--- src/rtl/rs_alu_pkg.sv ---
// Shared definitions for the ALU reservation station:
// unit encoding, widths, entry layout and CDB match helper.
package rs_alu_pkg;

    localparam int XLEN   = 32;
    localparam int TAG_W  = 4;
    localparam int OP_W   = 6;
    localparam int UNIT_W = 3;

    localparam logic [UNIT_W-1:0] UNIT_ALU = 3'd1;
    localparam logic [TAG_W-1:0]  TAG_NONE = '0;

    typedef struct packed {
        logic             valid;
        logic [OP_W-1:0]  op;
        logic [XLEN-1:0]  val1;
        logic [TAG_W-1:0] tag1;
        logic [XLEN-1:0]  val2;
        logic [TAG_W-1:0] tag2;
        logic [TAG_W-1:0] target;
        logic [XLEN-1:0]  pc;
    } rs_entry_t;

    // Tag 0 means "no producer" and therefore never matches the CDB.
    function automatic logic cdb_hit(
        input logic [TAG_W-1:0] tag,
        input logic             cv,
        input logic [TAG_W-1:0] ct
    );
        return cv && (tag != TAG_NONE) && (tag == ct);
    endfunction

    // Capture a CDB broadcast into any operand waiting on that tag.
    function automatic rs_entry_t wake(
        input rs_entry_t        e,
        input logic             cv,
        input logic [TAG_W-1:0] ct,
        input logic [XLEN-1:0]  cval
    );
        rs_entry_t r;
        r = e;
        if (cdb_hit(e.tag1, cv, ct)) begin
            r.val1 = cval;
            r.tag1 = TAG_NONE;
        end
        if (cdb_hit(e.tag2, cv, ct)) begin
            r.val2 = cval;
            r.tag2 = TAG_NONE;
        end
        return r;
    endfunction

endpackage

--- src/rtl/rs_alu_if.sv ---
// Dispatch, CDB and ALU-issue signals of the ALU reservation station.
// master = environment side, slave = reservation station side.
interface rs_alu_if;
    import rs_alu_pkg::*;

    logic              flush;
    logic              in_valid;
    logic [UNIT_W-1:0] in_unit;
    logic [OP_W-1:0]   in_op;
    logic [XLEN-1:0]   in_val1;
    logic [XLEN-1:0]   in_val2;
    logic [TAG_W-1:0]  in_tag1;
    logic [TAG_W-1:0]  in_tag2;
    logic [TAG_W-1:0]  in_target;
    logic [XLEN-1:0]   in_pc;
    logic              in_ready;
    logic              cdb_valid;
    logic [TAG_W-1:0]  cdb_tag;
    logic [XLEN-1:0]   cdb_val;
    logic              alu_valid;
    logic              alu_ready;
    logic [OP_W-1:0]   alu_op;
    logic [XLEN-1:0]   alu_a;
    logic [XLEN-1:0]   alu_b;
    logic [TAG_W-1:0]  alu_target;
    logic [XLEN-1:0]   alu_pc;

    modport master (
        output flush, in_valid, in_unit, in_op,
        output in_val1, in_val2, in_tag1, in_tag2,
        output in_target, in_pc,
        output cdb_valid, cdb_tag, cdb_val, alu_ready,
        input  in_ready, alu_valid, alu_op,
        input  alu_a, alu_b, alu_target, alu_pc
    );

    modport slave (
        input  flush, in_valid, in_unit, in_op,
        input  in_val1, in_val2, in_tag1, in_tag2,
        input  in_target, in_pc,
        input  cdb_valid, cdb_tag, cdb_val, alu_ready,
        output in_ready, alu_valid, alu_op,
        output alu_a, alu_b, alu_target, alu_pc
    );

endinterface

--- src/rtl/rs_alu_select.sv ---
// Lowest-index priority picker: one-hot grant of the
// oldest requesting entry plus an any-request flag.
module rs_select #(
    parameter int DEPTH = 4
) (
    input  logic [DEPTH-1:0] i_req,
    output logic [DEPTH-1:0] o_grant,
    output logic             o_any
);

    assign o_any = |i_req;

    // First set bit from index 0 upward wins.
    always_comb begin
        logic w_found;
        w_found = 1'b0;
        o_grant = '0;
        for (int i = 0; i < DEPTH; i++) begin
            if (i_req[i] && !w_found) begin
                o_grant[i] = 1'b1;
                w_found    = 1'b1;
            end
        end
    end

endmodule

--- src/rtl/rs_alu.sv ---
// ALU reservation station: compacting age-ordered queue that
// wakes operands from the CDB and issues the oldest ready entry.
module rs_alu
    import rs_alu_pkg::*;
#(
    parameter int DEPTH = 4
) (
    input logic      clk,
    input logic      rst,
    rs_alu_if.slave  io_bus
);

    localparam int CW = $clog2(DEPTH + 1);

    rs_entry_t        r_q [DEPTH];
    logic [CW-1:0]    r_count;

    logic [DEPTH-1:0] w_rdy;
    logic [DEPTH-1:0] w_grant;
    logic             w_any;
    rs_entry_t        w_sel;
    logic             w_in_ready;
    logic             w_alu_valid;
    logic             w_fire;
    logic             w_alloc;
    rs_entry_t        w_new;
    rs_entry_t        w_ext [DEPTH+1];
    rs_entry_t        w_nq  [DEPTH];
    logic [CW-1:0]    w_wr_idx;
    logic [CW-1:0]    w_count_n;

    // Readiness comes only from registered entry state.
    always_comb begin
        for (int i = 0; i < DEPTH; i++) begin
            w_rdy[i] = r_q[i].valid
                    && (r_q[i].tag1 == TAG_NONE)
                    && (r_q[i].tag2 == TAG_NONE);
        end
    end

    rs_select #(.DEPTH(DEPTH)) u_sel (
        .i_req   (w_rdy),
        .o_grant (w_grant),
        .o_any   (w_any)
    );

    // Mux out the granted entry; all-zero when nothing is ready.
    always_comb begin
        w_sel = '0;
        for (int i = 0; i < DEPTH; i++) begin
            if (w_grant[i]) begin
                w_sel = r_q[i];
            end
        end
    end

    assign w_in_ready  = (r_count != CW'(DEPTH));
    assign w_alu_valid = w_any && !io_bus.flush;
    assign w_fire      = w_alu_valid && io_bus.alu_ready;
    assign w_alloc     = io_bus.in_valid
                      && (io_bus.in_unit == UNIT_ALU)
                      && w_in_ready
                      && !io_bus.flush;

    assign io_bus.in_ready   = w_in_ready;
    assign io_bus.alu_valid  = w_alu_valid;
    assign io_bus.alu_op     = w_sel.op;
    assign io_bus.alu_a      = w_sel.val1;
    assign io_bus.alu_b      = w_sel.val2;
    assign io_bus.alu_target = w_sel.target;
    assign io_bus.alu_pc     = w_sel.pc;

    // Next queue image: shift out the issued entry, wake operands,
    // then append the new instruction behind the survivors.
    always_comb begin
        logic w_seen;
        w_new.valid  = 1'b1;
        w_new.op     = io_bus.in_op;
        w_new.val1   = io_bus.in_val1;
        w_new.tag1   = io_bus.in_tag1;
        w_new.val2   = io_bus.in_val2;
        w_new.tag2   = io_bus.in_tag2;
        w_new.target = io_bus.in_target;
        w_new.pc     = io_bus.in_pc;
        w_new = wake(w_new, io_bus.cdb_valid,
                     io_bus.cdb_tag, io_bus.cdb_val);

        w_wr_idx  = r_count - CW'(w_fire);
        w_count_n = r_count + CW'(w_alloc) - CW'(w_fire);

        for (int i = 0; i < DEPTH; i++) begin
            w_ext[i] = r_q[i];
        end
        w_ext[DEPTH] = '0;

        w_seen = 1'b0;
        for (int i = 0; i < DEPTH; i++) begin
            w_seen = w_seen | w_grant[i];
            if (w_fire && w_seen) begin
                w_nq[i] = w_ext[i+1];
            end else begin
                w_nq[i] = w_ext[i];
            end
            w_nq[i] = wake(w_nq[i], io_bus.cdb_valid,
                           io_bus.cdb_tag, io_bus.cdb_val);
            if (w_alloc && (CW'(i) == w_wr_idx)) begin
                w_nq[i] = w_new;
            end
        end
    end

    // Queue and occupancy registers; reset and flush both empty it.
    always_ff @(posedge clk) begin
        if (rst || io_bus.flush) begin
            for (int i = 0; i < DEPTH; i++) begin
                r_q[i] <= '0;
            end
            r_count <= '0;
        end else begin
            for (int i = 0; i < DEPTH; i++) begin
                r_q[i] <= w_nq[i];
            end
            r_count <= w_count_n;
        end
    end

endmodule

--- src/flat_wrapper.sv ---
// flat-port wrapper written by rule: the top's interface ports become plain ports
module rs_alu_flat import rs_alu_pkg::*;
#(
    parameter int DEPTH = 4
)
  (clk, rst, io_bus_flush, io_bus_in_valid, io_bus_in_unit, io_bus_in_op, io_bus_in_val1, io_bus_in_val2, io_bus_in_tag1, io_bus_in_tag2, io_bus_in_target, io_bus_in_pc, io_bus_cdb_valid, io_bus_cdb_tag, io_bus_cdb_val, io_bus_alu_ready, io_bus_in_ready, io_bus_alu_valid, io_bus_alu_op, io_bus_alu_a, io_bus_alu_b, io_bus_alu_target, io_bus_alu_pc);
  rs_alu_if io_bus_i ();
  input logic clk;
  input logic rst;
  input wire logic [$bits(io_bus_i.flush)-1:0] io_bus_flush;
  input wire logic [$bits(io_bus_i.in_valid)-1:0] io_bus_in_valid;
  input wire logic [$bits(io_bus_i.in_unit)-1:0] io_bus_in_unit;
  input wire logic [$bits(io_bus_i.in_op)-1:0] io_bus_in_op;
  input wire logic [$bits(io_bus_i.in_val1)-1:0] io_bus_in_val1;
  input wire logic [$bits(io_bus_i.in_val2)-1:0] io_bus_in_val2;
  input wire logic [$bits(io_bus_i.in_tag1)-1:0] io_bus_in_tag1;
  input wire logic [$bits(io_bus_i.in_tag2)-1:0] io_bus_in_tag2;
  input wire logic [$bits(io_bus_i.in_target)-1:0] io_bus_in_target;
  input wire logic [$bits(io_bus_i.in_pc)-1:0] io_bus_in_pc;
  input wire logic [$bits(io_bus_i.cdb_valid)-1:0] io_bus_cdb_valid;
  input wire logic [$bits(io_bus_i.cdb_tag)-1:0] io_bus_cdb_tag;
  input wire logic [$bits(io_bus_i.cdb_val)-1:0] io_bus_cdb_val;
  input wire logic [$bits(io_bus_i.alu_ready)-1:0] io_bus_alu_ready;
  output wire logic [$bits(io_bus_i.in_ready)-1:0] io_bus_in_ready;
  output wire logic [$bits(io_bus_i.alu_valid)-1:0] io_bus_alu_valid;
  output wire logic [$bits(io_bus_i.alu_op)-1:0] io_bus_alu_op;
  output wire logic [$bits(io_bus_i.alu_a)-1:0] io_bus_alu_a;
  output wire logic [$bits(io_bus_i.alu_b)-1:0] io_bus_alu_b;
  output wire logic [$bits(io_bus_i.alu_target)-1:0] io_bus_alu_target;
  output wire logic [$bits(io_bus_i.alu_pc)-1:0] io_bus_alu_pc;
  assign io_bus_i.flush = io_bus_flush;
  assign io_bus_i.in_valid = io_bus_in_valid;
  assign io_bus_i.in_unit = io_bus_in_unit;
  assign io_bus_i.in_op = io_bus_in_op;
  assign io_bus_i.in_val1 = io_bus_in_val1;
  assign io_bus_i.in_val2 = io_bus_in_val2;
  assign io_bus_i.in_tag1 = io_bus_in_tag1;
  assign io_bus_i.in_tag2 = io_bus_in_tag2;
  assign io_bus_i.in_target = io_bus_in_target;
  assign io_bus_i.in_pc = io_bus_in_pc;
  assign io_bus_i.cdb_valid = io_bus_cdb_valid;
  assign io_bus_i.cdb_tag = io_bus_cdb_tag;
  assign io_bus_i.cdb_val = io_bus_cdb_val;
  assign io_bus_i.alu_ready = io_bus_alu_ready;
  assign io_bus_in_ready = io_bus_i.in_ready;
  assign io_bus_alu_valid = io_bus_i.alu_valid;
  assign io_bus_alu_op = io_bus_i.alu_op;
  assign io_bus_alu_a = io_bus_i.alu_a;
  assign io_bus_alu_b = io_bus_i.alu_b;
  assign io_bus_alu_target = io_bus_i.alu_target;
  assign io_bus_alu_pc = io_bus_i.alu_pc;
  rs_alu #(.DEPTH(DEPTH)) u_core (.clk(clk), .rst(rst), .io_bus(io_bus_i));
endmodule
--- config.mk ---
export PLATFORM = sky130hd
export DESIGN_NAME = rs_alu_flat
export DESIGN_NICKNAME = d
export VERILOG_FILES = /design/src/rtl/rs_alu_pkg.sv /design/src/rtl/rs_alu_if.sv /design/src/rtl/rs_alu_select.sv /design/src/rtl/rs_alu.sv /design/src/flat_wrapper.sv
export SDC_FILE = /design/constraint.sdc
export NUM_CORES = 2
export LEC_CHECK = 0
export BUFFER_PORTS_ARGS = -buffer_cell sky130_fd_sc_hd__buf_4
export CORE_ASPECT_RATIO = 0.75
export CORE_MARGIN = 4
export CORE_UTILIZATION = 42
export DETAILED_ROUTE_END_ITERATION = 12
export GPL_TIMING_DRIVEN = 1
export PLACE_DENSITY_LB_ADDON = 0.1
export REMOVE_ABC_BUFFERS = 1
export SYNTH_ARGS = -nofsm -noshare
export SYNTH_HDL_FRONTEND = slang
export SYNTH_HIERARCHICAL = 1
export SYNTH_SLANG_ARGS = --single-unit
--- constraint.sdc ---
create_clock -name clk -period 3.7 [get_ports clk]
set_input_delay 1.11 -clock clk [delete_from_list [all_inputs] [get_ports clk]]
set_output_delay 1.11 -clock clk [all_outputs]
set_load 0.02 [all_outputs]
==> results_dict.tcl <==
set metrics [dict create \
    status "finished with violations" \
    violations "setup timing" \
    cp_max_fo 26 \
    area_growth_pct 28.8 \
    path_delay_family "simple AND/OR/NAND/NOR gates" \
    dieArea_sq_um 69600 \
    cts_root_buf "clkbuf_16" \
    grtUsageTotal_pct 31.6 \
    antenna_found_initial 6 \
    synth-main-ff-cell "dfxtp_1" \
    cp_slowest_cell "or3_4" \
    worst-path-buf-inv 3 \
    grt_pass1_vias 29407 \
    syn_inst 3577 \
    placed_area_sq_um 31100 \
    clk_latency_ps 610 \
    dr.pass1.iters 6 \
    pre_cts_ws_ps -265 \
    wl_per_cell_microns 26.6 \
    post-route-period-util_pct 111 \
    mostFrequentLayoutCells "nand2_1, dfxtp_1, nor2_1" \
    clockBufferDepth 3 \
    cp-end-kind "primary output" \
    syn_area_sq_um 27500 \
    start_util_pct 42.8 \
    cpPeakStageDelay_ps 410 \
    async_flop_share_pct 0 \
    setup_violations 107 \
    synth-seq-cells 463 \
    grt_overflow 0 \
    port_buffers 266 \
    rsz0062_at_grt "yes" \
    dr.first_iter.drc_count 3814 \
    hold_ws_ps 484 \
    htree_levels 2 \
    slew_viol_final 0 \
    crit_path_start_kind "flip-flop" \
    slew_headroom_pct 37.5 \
    die_w_microns 303 \
    row_count 80 \
    power.density_nw_per_um2 317 \
    totalWireLength_mm 124 \
    drc 0 \
    grt_max_degree 91 \
    cp.arrival_ps 3010 \
    syn_area_per_cell_sq_um 7.68 \
    fmax_mhz 243 \
    clock-sinks 463 \
    vias 30983 \
    hpwl_mm 67.8 \
    clock_skew_ps 20.2 \
    place.gp.congestion 0.888 \
    required_ps 2590 \
    drive_above_1_share_pct 23.4 \
    synth_edf_count 0 \
    hold_path_class "flip-flop to flip-flop" \
    layout_min_cycle_time_ps 4120 \
    die_h_microns 230 \
    cts_buffers 51 \
    synth_top_cell_by_area "dfxtp_1" \
    synth_area_leaders "dfxtp_1, nand2_1, mux2i_1, nor2_1, a311oi_1" \
    criticalPathCategory "flip-flop to primary output" \
    ioPinCount 267 \
    grt_pass1_wl_mm 175 \
    cts.reportedPaths.clkPinSlew_ps 60 \
    path_cells "or3_4, nor3_4, buf_6, nor3b_4, nor3_2, or2_4, clkbuf_16, o21ai_1, buf_4" \
    ys_types 78 \
    ir_drop_v 0.000313 \
    design_area_sq_um 35400 \
    final_common_cell "nand2_1" \
    antenna_left 0 \
    ys.warnings.count 6 \
    ys_seq_area_share_pct 33.7 \
    cts_tree "done" \
    final.setup.worst_slack_ps -415 \
    maxCapViolCount 0 \
    tightest_slew_ps 937 \
    core_area_sq_um 64200 \
    viasPerCell 6.66 \
    hold_viol_final 0 \
    nets 3911 \
    p_leak_uw 0.0115 \
    synth_top_area_share_pct 33.7 \
]
## registers in the layout, indices dropped and copies added, names as in the netlist
signal / flops
u_core/r_count: 3
u_core/r_q: 460
## logic make-up after synthesis
logic type | Yosys count | synth area share (%)
AND/OR/NAND/NOR | 1288 | 20.7
AO/OA/AOI/OAI | 1106 | 28.7
flip-flops | 463 | 33.7
buffers and inverters | 460 | 7.00
multiplexers | 222 | 8.51
XOR/XNOR | 35 | 1.17
adder cells (fa/ha/maj) | 3 | 0.164
## final timing paths
path,from,endpoint,slack [ps],cells after the start
setup / recovery,u_core/r_q[0][73],io_bus_alu_pc[27],-420,9
hold / removal,u_core/r_q[3][7],u_core/r_q[3][7],480,2
setup reg to reg,u_core/r_q[0][37],u_core/r_q[2][66],-10,16
hold reg to reg,u_core/r_q[3][7],u_core/r_q[3][7],480,2
## synth_stat cells, types with 4 or more instances
cell type / count
xor2_1: 7
and3_1: 7
buf_1: 29
inv_1: 71
o311ai_0: 9
nand2_1: 510
o22ai_1: 32
and2_1: 58
nand2b_1: 4
clkbuf_1: 257
o2111ai_1: 38
xnor2_1: 26
a221o_1: 32
a211oi_1: 77
a21oi_1: 208
nor2_1: 363
or3_1: 6
a32oi_1: 44
nand4_1: 70
buf_2: 86
o221ai_1: 32
o21ai_0: 206
buf_6: 8
a32o_1: 32
o21ai_1: 34
o21a_1: 33
buf_4: 8
mux2i_1: 155
a211o_1: 4
a311oi_1: 150
nor3_2: 4
o211ai_1: 70
and2_0: 9
o31ai_1: 32
dfxtp_1: 463
nand3_1: 147
a31oi_1: 7
mux2_2: 64
a211oi_2: 30
nor3_1: 77
o311ai_1: 23
## report_power, final
group / total [uW] / switching, uW / leakage [uW] / internal [uW]
combinational: 859 / 572 / 0.00697 / 287
sequential: 5010 / 9.02 / 0.00373 / 5000
clock: 5370 / 2270 / 0.000835 / 3100
## worst reg2reg max path, delay by kind of cell (launching register included)
kind | cells | cell delay [ps]
and+or+nand+nor | 9 | 1830
adders and majority gates | 1 | 220
buffers and inverters | 4 | 750
DFF | 1 | 390
xor gates and xnor gates | 1 | 210
AOI/OAI and AO/OA | 1 | 210
## layout make-up
type / count / area (sq um)
fillers: 5859 / 28800
multi-input cells: 2656 / 17400
flip-flops and latches: 463 / 9270
repair buffers: 505 / 5620
clock buffers: 73 / 1510
well taps: 861 / 1080
inverters: 72 / 274
clock inverters: 16 / 188
diodes: 4 / 10.0
## layer usage
metal	GRT usage [%]	up-vias	routed length [microns]
li1	-	13539	-
met1	42.6	15275	51300
met2	49.5	1838	55000
met3	6.50	327	13100
met4	12.8	4	4500
met5	0	-	27
## metrics by stage
step	total power, uW	TNS [ps]	utilization, %	instances
floorplan	5440	-7169410	-	3189
global placement	5890	-5660	48.4	4477
detailed placement	5910	-4500	48.4	4477
CTS	11200	-38810	52.4	4587
global route	11600	-51520	55.2	4648
finish	11200	-36140	55.2	4650
## timing repair
item,CTS,global route
endpoints found under the setup margin,136,552
setup buffers,18,42
pin swaps,24,45
hold buffers,0,0
cloned,9,24
gates resized for setup,194,244
Power figures use the tool's default switching activity.
